**src/rtl/riscv_imm_dec_stage.sv**
```systemverilog
// -----------------------------------------------------------------------------
// riscv_imm_dec_stage
// Decodes the immediate of a RISC-V instruction and buffers the decoded
// immediate plus its one-hot format class in a small circular FIFO.
//
// Parameters:
//   IBUS_DATA_WIDTH : instruction width (32 only)
//   DBUS_DATA_WIDTH : immediate width (32 or 64)
//   DEPTH           : FIFO entries (power of two, >= 2)
//
// Ports:
//   clk, rst_n      : rising-edge clock, asynchronous active-low reset
//   flush           : synchronous discard of every buffered entry
//   in_valid/in_ready/instr           : instruction input handshake
//   out_valid/out_ready/imm/imm_type  : decoded output handshake
//   imm_type one-hot {csr,j,u,b,s,i,r} (bit 6 .. bit 0)
//
// Build option:
//   RISCV_IMM_GEN_ZICSR_EN : when defined, CSR immediate forms (opcode
//   1110011, funct3 101/110/111) decode as csr type with zimm in imm.
// -----------------------------------------------------------------------------
module riscv_imm_dec_stage #(
    parameter int IBUS_DATA_WIDTH = 32,
    parameter int DBUS_DATA_WIDTH = 64,
    parameter int DEPTH           = 2
) (
    input  logic                       clk,
    input  logic                       rst_n,
    input  logic                       flush,
    input  logic                       in_valid,
    output logic                       in_ready,
    input  logic [IBUS_DATA_WIDTH-1:0] instr,
    output logic                       out_valid,
    input  logic                       out_ready,
    output logic [DBUS_DATA_WIDTH-1:0] imm,
    output logic [6:0]                 imm_type
);

    localparam int PW = $clog2(DEPTH);
    localparam int CW = PW + 1;
    localparam logic [CW-1:0] DEPTH_C = CW'(DEPTH);

    localparam logic [6:0] KIND_R   = 7'b0000001;
    localparam logic [6:0] KIND_I   = 7'b0000010;
    localparam logic [6:0] KIND_S   = 7'b0000100;
    localparam logic [6:0] KIND_B   = 7'b0001000;
    localparam logic [6:0] KIND_U   = 7'b0010000;
    localparam logic [6:0] KIND_J   = 7'b0100000;
    localparam logic [6:0] KIND_CSR = 7'b1000000;

    typedef struct packed {
        logic [6:0]                 kind;
        logic [DBUS_DATA_WIDTH-1:0] value;
    } dec_t;

    // Every format is first assembled as a 32-bit value and then
    // sign-extended from bit 31, so zero-extended fields (shamt, zimm)
    // simply keep bit 31 clear.
    function automatic dec_t decode(input logic [31:0] ins);
        logic [6:0] op;
        logic [2:0] f3;
        logic       is_shift;
        logic [31:0] v;
        logic [6:0] k;
        dec_t       d;
        op       = ins[6:0];
        f3       = ins[14:12];
        is_shift = (f3 == 3'b001) || (f3 == 3'b101);
        v        = 32'h0000_0000;
        k        = 7'b0000000;
        case (op)
            7'b0110011, 7'b0111011: begin
                k = KIND_R;
            end
            7'b0010011: begin
                k = KIND_I;
                if (is_shift) begin
                    // RV64 shifts carry a 6-bit shamt, RV32 a 5-bit one
                    if (DBUS_DATA_WIDTH == 64) begin
                        v = {26'h0, ins[25:20]};
                    end else begin
                        v = {27'h0, ins[24:20]};
                    end
                end else begin
                    v = {{20{ins[31]}}, ins[31:20]};
                end
            end
            7'b0011011: begin
                k = KIND_I;
                if (is_shift) begin
                    v = {27'h0, ins[24:20]};
                end else begin
                    v = {{20{ins[31]}}, ins[31:20]};
                end
            end
            7'b0000011, 7'b1100111: begin
                k = KIND_I;
                v = {{20{ins[31]}}, ins[31:20]};
            end
            7'b0100011: begin
                k = KIND_S;
                v = {{20{ins[31]}}, ins[31:25], ins[11:7]};
            end
            7'b1100011: begin
                k = KIND_B;
                v = {{19{ins[31]}}, ins[31], ins[7], ins[30:25], ins[11:8], 1'b0};
            end
            7'b0110111, 7'b0010111: begin
                k = KIND_U;
                v = {ins[31:12], 12'h000};
            end
            7'b1101111: begin
                k = KIND_J;
                v = {{11{ins[31]}}, ins[31], ins[19:12], ins[20], ins[30:21], 1'b0};
            end
`ifdef RISCV_IMM_GEN_ZICSR_EN
            7'b1110011: begin
                if (f3[2] && (f3[1:0] != 2'b00)) begin
                    k = KIND_CSR;
                    v = {27'h0, ins[19:15]};
                end else begin
                    k = 7'b0000000;
                end
            end
`endif
            default: begin
                k = 7'b0000000;
            end
        endcase
        d.kind  = k;
        d.value = DBUS_DATA_WIDTH'({{32{v[31]}}, v});
        return d;
    endfunction

    logic [PW-1:0]              wr_ptr_r;
    logic [PW-1:0]              rd_ptr_r;
    logic [CW-1:0]              count_r;
    logic [DBUS_DATA_WIDTH-1:0] mem_imm_r  [DEPTH];
    logic [6:0]                 mem_type_r [DEPTH];
    dec_t                       dec_s;
    logic                       push_s;
    logic                       pop_s;

    // Decode the incoming instruction and form the handshake strobes.
    always_comb begin
        dec_s     = decode(instr[31:0]);
        out_valid = (count_r != {CW{1'b0}});
        in_ready  = (count_r < DEPTH_C) || (out_valid && out_ready);
        pop_s     = out_valid && out_ready;
        push_s    = in_valid && in_ready && !flush;
    end

    // Head of the FIFO; forced to zero whenever the buffer is empty so the
    // outputs read as zero during and right after reset or flush.
    always_comb begin
        if (out_valid) begin
            imm      = mem_imm_r[rd_ptr_r];
            imm_type = mem_type_r[rd_ptr_r];
        end else begin
            imm      = {DBUS_DATA_WIDTH{1'b0}};
            imm_type = 7'b0000000;
        end
    end

    // Pointer and occupancy control; flush discards entries and any push.
    always_ff @(posedge clk or negedge rst_n) begin
        if (!rst_n) begin
            wr_ptr_r <= {PW{1'b0}};
            rd_ptr_r <= {PW{1'b0}};
            count_r  <= {CW{1'b0}};
        end else if (flush) begin
            wr_ptr_r <= {PW{1'b0}};
            rd_ptr_r <= {PW{1'b0}};
            count_r  <= {CW{1'b0}};
        end else begin
            if (push_s) begin
                wr_ptr_r <= wr_ptr_r + PW'(1);
            end
            if (pop_s) begin
                rd_ptr_r <= rd_ptr_r + PW'(1);
            end
            case ({push_s, pop_s})
                2'b10:   count_r <= count_r + CW'(1);
                2'b01:   count_r <= count_r - CW'(1);
                default: count_r <= count_r;
            endcase
        end
    end

    // Entry storage; contents are only observable through the gated head.
    always_ff @(posedge clk) begin
        if (push_s) begin
            mem_imm_r[wr_ptr_r]  <= dec_s.value;
            mem_type_r[wr_ptr_r] <= dec_s.kind;
        end
    end

endmodule

```
**config.mk**
```make
export PLATFORM = sky130hd
export DESIGN_NAME = riscv_imm_dec_stage
export DESIGN_NICKNAME = d
export VERILOG_FILES = /design/src/rtl/riscv_imm_dec_stage.sv
export SDC_FILE = /design/constraint.sdc
export NUM_CORES = 1
export LEC_CHECK = 0
export ABC_AREA = 1
export CAP_MARGIN = 5
export CORE_ASPECT_RATIO = 1.5
export CORE_MARGIN = 5
export CORE_UTILIZATION = 52
export CTS_CLUSTER_SIZE = 12
export DETAILED_ROUTE_END_ITERATION = 6
export PLACE_DENSITY = 0.94
export SLEW_MARGIN = 25
export SYNTH_ARGS = -nofsm -noshare
export SYNTH_HDL_FRONTEND = slang
export SYNTH_SLANG_ARGS = --single-unit
```
**constraint.sdc**
```tcl
create_clock -name clk -period 8.6 [get_ports clk]
set_clock_uncertainty 0.2 [all_clocks]
set_input_delay 1.72 -clock clk [delete_from_list [all_inputs] [get_ports clk]]
set_output_delay 1.72 -clock clk [all_outputs]
set_load 0.005 [all_outputs]
```
* Yosys cells after proc, flatten, opt, wreduce, memory -nomap -nowiden *
Memory sizes are Yosys's and may differ from the RTL's.
Cells that the tools add are included.

storage, ports and cells
  register bits = 4
  RAM bits = 140
  output and inout port bits = 73
  memories = 2

memory list
  memory      depth  width  rd ports  clocked after memory_dff  wr ports  line  text
  mem_imm_r   2      64     1         0                         1         138   logic [DBUS_DATA_WIDTH-1:0] mem_imm_r [DEPTH];
  mem_type_r  2      6      1         0                         1         139   logic [6:0] mem_type_r [DEPTH];

cells by class
  $add $sub $neg = 4
  $lt $le $gt $ge = 1
  equal/unequal tests = 15
  muxes and demuxes = 14
  reductions and logical operators = 14

operator list
  cell                                                             number
  32-bit case mux with 7 select lines                              1
  32-bit 2-to-1 mux                                                2
  64-bit 2-to-1 mux                                                1
  6-bit case mux with 6 select lines                               1
  7-bit by 6-bit == test with 1-bit output, second input constant  4
  7-bit by 5-bit == test with 1-bit output, second input constant  3
  7-bit == test, second input constant                             3
  7-bit by 2-bit == test with 1-bit output, second input constant  1
  7-bit 2-to-1 mux                                                 1
  1-bit 2-to-1 mux                                                 6
  2-bit nonzero test                                               3
  2-bit OR reduction                                               3
  2-bit case mux with 2 select lines                               1
  4-bit OR reduction                                               1
  3-bit by 1-bit == test with 1-bit output, second input constant  1
  3-bit == test, second input constant                             1
  1-bit logical AND                                                3
  3-bit nonzero test                                               1
  1-bit adder, second input constant                               2
  2-bit by 1-bit adder with 2-bit output, second input constant    1
  2-bit by 1-bit == test with 1-bit output, second input constant  1
  2-bit == test, second input constant                             1
  1-bit logical OR                                                 2
  2-bit less-than comparator, second input constant                1
  other kinds (3)                                                  3

* Depth between registers and ports, before layout *
Gate-level depths: netlist (run 1).

  depth in word-level cells = 8
  gate-level depth with buffers = 10

* Worst setup path after synthesis (run 1) *
Ideal clock, no wire load.

  kind = input -> register
  from = input port out_ready
  to = memory mem_imm_r[1][0] (enable)
  data arrival time = 4.550 ns
  setup slack = 3.369 ns
  cell stages on the path = 4
  buffers on the path = 0
  cell sequence = nand2_2 -> nand2_1 -> nand2_1 -> nor3_1

on the way
  longest elaborated chain between the ends = 6

RTL lines
  element                                 line  text
  from (decl)                             34    input logic out_ready,
  1-bit logical AND                       148   in_ready = (count_r < DEPTH_C) || (out_valid && out_ready);
  1-bit logical OR                        148
  named net in_ready                      31    output logic in_ready,
  1-bit logical AND (2 in a row)          150   push_s = in_valid && in_ready && !flush;
  1-bit 2-to-1 mux                        192   if (push_s) begin
  1-bit 2-to-1 mux (not written as such)  193   mem_imm_r[wr_ptr_r] <= dec_s.value;
  to (decl)                               138

The timed path passes the listed nets, and every way through them passes these cells.

* Final worst setup path (run 1) *
  from = input port out_ready
  to = output port in_ready

on the way
  longest elaborated chain between the ends = 2

RTL lines
  element            line
  1-bit logical AND  148
  1-bit logical OR   148
  to (decl)          31

No other way between the ends.

==> results of run 1 <==
==> cells in the mapped netlist, drive strengths merged <==
| cell | n |
|---|---|
| conb | 1 |
| nor2 | 19 |
| inv | 27 |
| nand3 | 21 |
| nor3 | 4 |
| nand4 | 4 |
| xor2 | 1 |
| o2111ai | 1 |
| buf | 43 |
| a21oi | 50 |
| o21ai | 4 |
| and3b | 1 |
| o221ai | 1 |
| nand2 | 139 |
| dfrtp | 4 |
| clkbuf | 7 |
| edfxtp | 76 |
==> how the worst max path moves through the flow <==
stage	startpoint	to	slack (ps)	cells past startpoint
2_1_floorplan	out_ready	mem_imm_r[1][0]	3370	4
3_3_place_gp	out_ready	in_ready	3790	4
3_5_place_dp	out_ready	in_ready	3760	4
4_1_cts	out_ready	in_ready	3750	4
5_1_grt	out_ready	in_ready	3710	4
6_report	out_ready	in_ready	3760	4
==> registers in the layout, indices dropped and copies added, names as in the netlist <==
name and cells:
mem_imm_r 64, mem_type_r 12, count_r 2, wr_ptr_r 1, rd_ptr_r 1
==> final cells by class <==
| type | count | share of cell area |
|---|---|---|
| Sequential cell | 80 | 0.457 |
| Timing Repair Buffer | 112 | 0.213 |
| Tap cell | 102 | 0.0245 |
| Clock inverter | 5 | 0.0204 |
| Inverter | 27 | 0.0194 |
| Multi-Input combinational cell | 246 | 0.222 |
| Clock buffer | 10 | 0.0439 |
==> power by group through the flow <==
stage	Clock, mW	Combinational (mW)	Sequential [mW]
2_1_floorplan	0	0.106	0.456
3_3_place_gp	0	0.195	0.457
3_5_place_dp	0	0.200	0.458
4_1_cts	0.427	0.202	0.450
5_1_grt	0.445	0.218	0.451
6_report	0.424	0.201	0.450
==> stage by stage <==
step / util / cells / hold WS, ps / total power [mW] / setup WS [ps]
final: 0.694 / 582 / 335 / 1.08 / 3760
after global routing: 0.694 / 582 / 345 / 1.11 / 3710
after CTS: 0.693 / 582 / 326 / 1.08 / 3750
after detailed placement: 0.649 / 567 / 310 / 0.658 / 3760
after global placement: 0.649 / 567 / 297 / 0.652 / 3790
after floorplan: - / 403 / 278 / 0.562 / 3370
==> cells in the final DEF (no fill, tap or decap), types with 5 or more instances in the layout <==
master,n
nand2_1,129
clkdlybuf4s50_1,108
edfxtp_1,76
a21oi_1,49
inv_1,22
nand3_1,15
nor2_1,11
nand2_2,10
clkbuf_16,9
nor2_2,7
nand3_2,6
inv_2,5
==> cell families after synthesis <==
logic type | synth area share
and+or+nand+nor | 0.212
DFF | 0.600
buffers and inverters | 0.112
AOI/OAI and AO/OA | 0.0725
xor gates and xnor gates | 0.00221
other | 0.000944
==> metal layers <==
layer / up-vias / track usage / part of all wire / routed length (µm)
met4: 0 / 0.113 / 0.040 / 379
met3: 33 / 0.0559 / 0.088 / 832
li1: 1457 / - / - / -
met5: - / 0 / 0 / 0
met1: 1471 / 0.208 / 0.34 / 3160
met2: 178 / 0.363 / 0.53 / 5030
==> worst max-delay path, stage by stage <==
cell and delay [ps]:
clkdlybuf4s50_1 510, nand2_2 100, nand2_1 80, clkdlybuf4s50_1 510
==> flow_metrics.env, run 1 <==
export IMPL_power_density_nw_per_um2=206
export IMPL_regArea_um2=2380
export IMPL_num_vias=3139
export IMPL_syn_cell_area_um2=3970
export IMPL_firstDrtPassIters=5
export IMPL_fin_crit_ps=4840
export IMPL_outcome="finished clean"
export IMPL_netlist_instances=403
export IMPL_grt_pass1_vias=2998
export IMPL_fin_setup_tns_ps=0
export IMPL_synth_cell_types=25
export IMPL_crit_path_max_fanout=4
export IMPL_cts_made_buffers=9
export IMPL_io_pins=110
export IMPL_hold_path_end="wr_ptr_r"
export IMPL_wl_per_cell_um=16.2
export IMPL_port_buffers=108
export IMPL_viasPerCell=5.39
export IMPL_initial_utilization=0.528
export IMPL_gp_congestion=0.928
export IMPL_finalSetupViolCount=0
export IMPL_rsz0062_at_grt="no"
export IMPL_drt_total_wl_um=9410
export IMPL_seq_power_share=0.419
export IMPL_cts_setup_buffers=0
export IMPL_synth_area_leaders="edfxtp_1, nand2_1, buf_4"
export IMPL_area_growth_syn_to_layout_pct=31.3
export IMPL_synth_top_area_cell="edfxtp_1"
export IMPL_die_area_um2=9520
export IMPL_combPwrFrac=0.187
export IMPL_drv_cap=0
export IMPL_core_um2=7510
export IMPL_insertedDiodeCount=0
export IMPL_die_width_um=81.4
export IMPL_cp_arrival_ps=2920
export IMPL_leakagePower_nw=2.10
export IMPL_rows=39
export IMPL_clockBufferDepth=2
export IMPL_drive_above_1_share=0.106
export IMPL_gr_total_overflow=0
export IMPL_postCtsHoldBufs=0
export IMPL_cts_max_level=3
export IMPL_ys_ff_latch=80
export IMPL_p_int_mw=0.827
export IMPL_netlist_area_leader_share=0.575
export IMPL_peakVddDrop_v=0.000145
export IMPL_syn_num_nets=440
export IMPL_drc_errors=0
export IMPL_dp_hpwl_um=6430
export IMPL_drt_iter0_drc=292
export IMPL_r2r_cells=9
export IMPL_place_area_um2=4870
export IMPL_path_clk_slew_ps=60
export IMPL_cp_end_kind="output pin"
export IMPL_final_fill_count=539
export IMPL_hold_viol_final=0
export IMPL_report_final_slew_viol_count=0
export IMPL_yosysWarnings=0
export IMPL_clockPowerShare=0.395
export IMPL_cts_resized=0
export IMPL_switchingPower_mw=0.248
export IMPL_antenna_found_initial=0
export IMPL_cts_sinks=80
export IMPL_slew_headroom=0.363
export IMPL_min_delay_start="wr_ptr_r"
export IMPL_finalCritPeriodShare=0.563
export IMPL_timing_rr_end="mem_imm_r[0][12]"
export IMPL_postLayoutCellArea_um2=5220
export IMPL_rrSetupSlack_ps=5950
export IMPL_switching_share=0.231
export IMPL_grt_max_degree=40
export IMPL_min_path_cells=2
export IMPL_multi_input_area_um2=1160
export IMPL_clock_latency_ps=330
export IMPL_r2r_start="count_r[0]"
export IMPL_cp_required_ps=6680
export IMPL_fp_dieH_um=117
export IMPL_root_buffer="clkbuf_16"
export IMPL_nets=513
export IMPL_cts_tree="yes"
export IMPL_crit_path_start_kind="primary input"
export IMPL_max_freq_mhz=206
export IMPL_synth_seq_area_share=0.600
export IMPL_avgSynthCellArea_um2=9.85
export IMPL_hold_class="flop to flop"
export IMPL_worstMarginPinSlew_ps=953
export IMPL_grtUsageTotal=0.202
export IMPL_antenna_left=0
export IMPL_critPathKind="primary input to output pin"
export IMPL_grt_pass1_wl_um=14200
Power figures use the tool's default switching activity.
==> inputs of run 2 (changes only) <==
Settings changed: CORE_UTILIZATION 52 to 48, PLACE_DENSITY 0.94 to 0.88.
Clock period 8.6 ns to 4.9 ns, I/O delays scaled along.
==> run 2 against run 1 <==
  * Flip-flop and latch count is the same
  * Count of clock-buffer cells in the layout is the same
  * Critical path depth grew 2
  * Combinational power grew 74%
  * Worst setup slack lost 2500 ps
  * Die area grew 7.4%
  * Register-to-register slack lost 3600 ps
  * Clock power grew 33%
  * First-iteration DRC count grew 6.2%
  * Non-clock buffer count grew 1
  * Sequential share of layout area grew 0.69 points
  * Critical endpoint is now imm[11]
  * Largest cell class unchanged
==> flow_metrics.env, run 2 (synthesis gave the netlist of run 1 again) <==
export IMPL_area_growth_syn_to_layout_pct=29.4
export IMPL_report_final_slew_viol_count=0
export IMPL_crit_path_start_kind="flop"
export IMPL_path_clk_slew_ps=50
export IMPL_clockBufferDepth=2
export IMPL_drt_total_wl_um=9150
export IMPL_cts_resized=0
export IMPL_antenna_left=0
export IMPL_outcome="finished clean"
export IMPL_initial_utilization=0.493
export IMPL_regArea_um2=2380
export IMPL_finalCritPeriodShare=0.745
export IMPL_r2r_cells=9
export IMPL_finalSetupViolCount=0
export IMPL_power_density_nw_per_um2=332
export IMPL_cts_max_level=3
export IMPL_gp_congestion=0.917
export IMPL_fin_setup_tns_ps=0
export IMPL_fin_crit_ps=3650
export IMPL_hold_class="flop to flop"
export IMPL_viasPerCell=5.28
export IMPL_grt_pass1_wl_um=14400
export IMPL_dp_hpwl_um=6430
export IMPL_layout_cells_non_filler=586
export IMPL_rrSetupSlack_ps=2320
export IMPL_combPwrFrac=0.204
export IMPL_leakagePower_nw=2.08
export IMPL_min_path_cells=2
export IMPL_drt_iter0_drc=310
export IMPL_multi_input_area_um2=1150
export IMPL_nets=514
export IMPL_grt_max_degree=40
export IMPL_top_register="mem_imm_r"
export IMPL_peakVddDrop_v=0.000208
export IMPL_crit_path_max_fanout=39
export IMPL_cp_end_kind="output pin"
export IMPL_layout_common_cells="nand2_1, clkdlybuf4s50_1, edfxtp_1"
export IMPL_firstDrtPassIters=5
export IMPL_r2r_start="count_r[0]"
export IMPL_seq_power_share=0.463
export IMPL_drc_errors=0
export IMPL_cts_tree="yes"
export IMPL_drive_above_1_share=0.102
export IMPL_dp_cells=571
export IMPL_postLayoutCellArea_um2=5140
export IMPL_min_delay_start="wr_ptr_r"
export IMPL_cp_required_ps=3720
export IMPL_wl_per_cell_um=15.6
export IMPL_root_buffer="clkbuf_16"
export IMPL_core_um2=8060
export IMPL_cts_setup_buffers=0
export IMPL_io_pins=110
export IMPL_grtUsageTotal=0.182
export IMPL_place_area_um2=4880
export IMPL_max_freq_mhz=274
export IMPL_critPathKind="flop to output pin"
export IMPL_grt_pass1_vias=2971
export IMPL_num_vias=3096
export IMPL_switching_share=0.243
export IMPL_hold_viol_final=0
export IMPL_final_fill_count=606
export IMPL_clockPowerShare=0.332
export IMPL_gr_total_overflow=0
export IMPL_postCtsHoldBufs=0
export IMPL_timing_rr_end="mem_imm_r[0][22]"
export IMPL_slew_headroom=0.395
export IMPL_cts_made_buffers=9
export IMPL_hold_path_end="wr_ptr_r"
export IMPL_cp_arrival_ps=2470
export IMPL_top_regs="mem_imm_r x64, mem_type_r x12, count_r x2"
export IMPL_holdWs_ps=316
export IMPL_p_int_mw=1.29
export IMPL_insertedDiodeCount=0
export IMPL_drv_cap=0
export IMPL_worstMarginPinSlew_ps=905
export IMPL_switchingPower_mw=0.414
export IMPL_fp_dieH_um=121
export IMPL_mostFrequentLayoutCell="nand2_1"
export IMPL_rows=40
export IMPL_cts_sinks=80
export IMPL_rsz0062_at_grt="no"
export IMPL_die_area_um2=10200
export IMPL_die_width_um=84.3
export IMPL_clock_latency_ps=320
export IMPL_largest_register_ffs=64
export IMPL_antenna_found_initial=0
export IMPL_port_buffers=108
## run 2: metrics by stage
stage,setup slack [ps],utilization,power [mW]
6_report,1250,0.638,1.71
5_1_grt,1080,0.638,1.78
4_1_cts,1250,0.638,1.72
3_5_place_dp,1540,0.606,1.15
3_3_place_gp,1570,0.606,1.14
2_1_floorplan,409,-,0.987
## run 2: per-layer routing
layer / wire length [µm] / GRT usage / vias up
met5: 0 / 0 / -
met4: 322 / 0.0956 / 0
met3: 810 / 0.0401 / 24
met2: 4830 / 0.330 / 181
met1: 3180 / 0.195 / 1431
li1: - / - / 1460
## run 2: area by class of cell
class | count | share of cell area
inverters | 27 | 0.0197
multi-input cells | 246 | 0.224
flip-flops and latches | 80 | 0.464
well taps | 105 | 0.0256
clock inverters | 5 | 0.00487
clock buffers | 10 | 0.0446
repair buffers | 113 | 0.218
## run 2: how the worst max path moves through the flow
stage                    from         endpoint  cells after the start
floorplan           out_ready  mem_imm_r[1][0]                      4
global placement    out_ready         in_ready                      4
detailed placement  out_ready         in_ready                      4
CTS                  rd_ptr_r          imm[11]                      6
global route         rd_ptr_r           imm[3]                      6
finish               rd_ptr_r          imm[11]                      6
## run 2: worst max-delay path, stage by stage (launching register included)
cell and delay, ps:
dfrtp_1 360, buf_4 260, inv_1 270, buf_4 390, nand2_1 110, a21oi_1 210, clkdlybuf4s50_1 540
## run 2: power groups by stage
stage	Sequential (mW)	Combinational, mW	Clock (mW)
2_1_floorplan	0.801	0.186	0
3_3_place_gp	0.803	0.342	0
3_5_place_dp	0.804	0.350	0
4_1_cts	0.791	0.353	0.575
5_1_grt	0.793	0.379	0.604
6_report	0.791	0.349	0.566
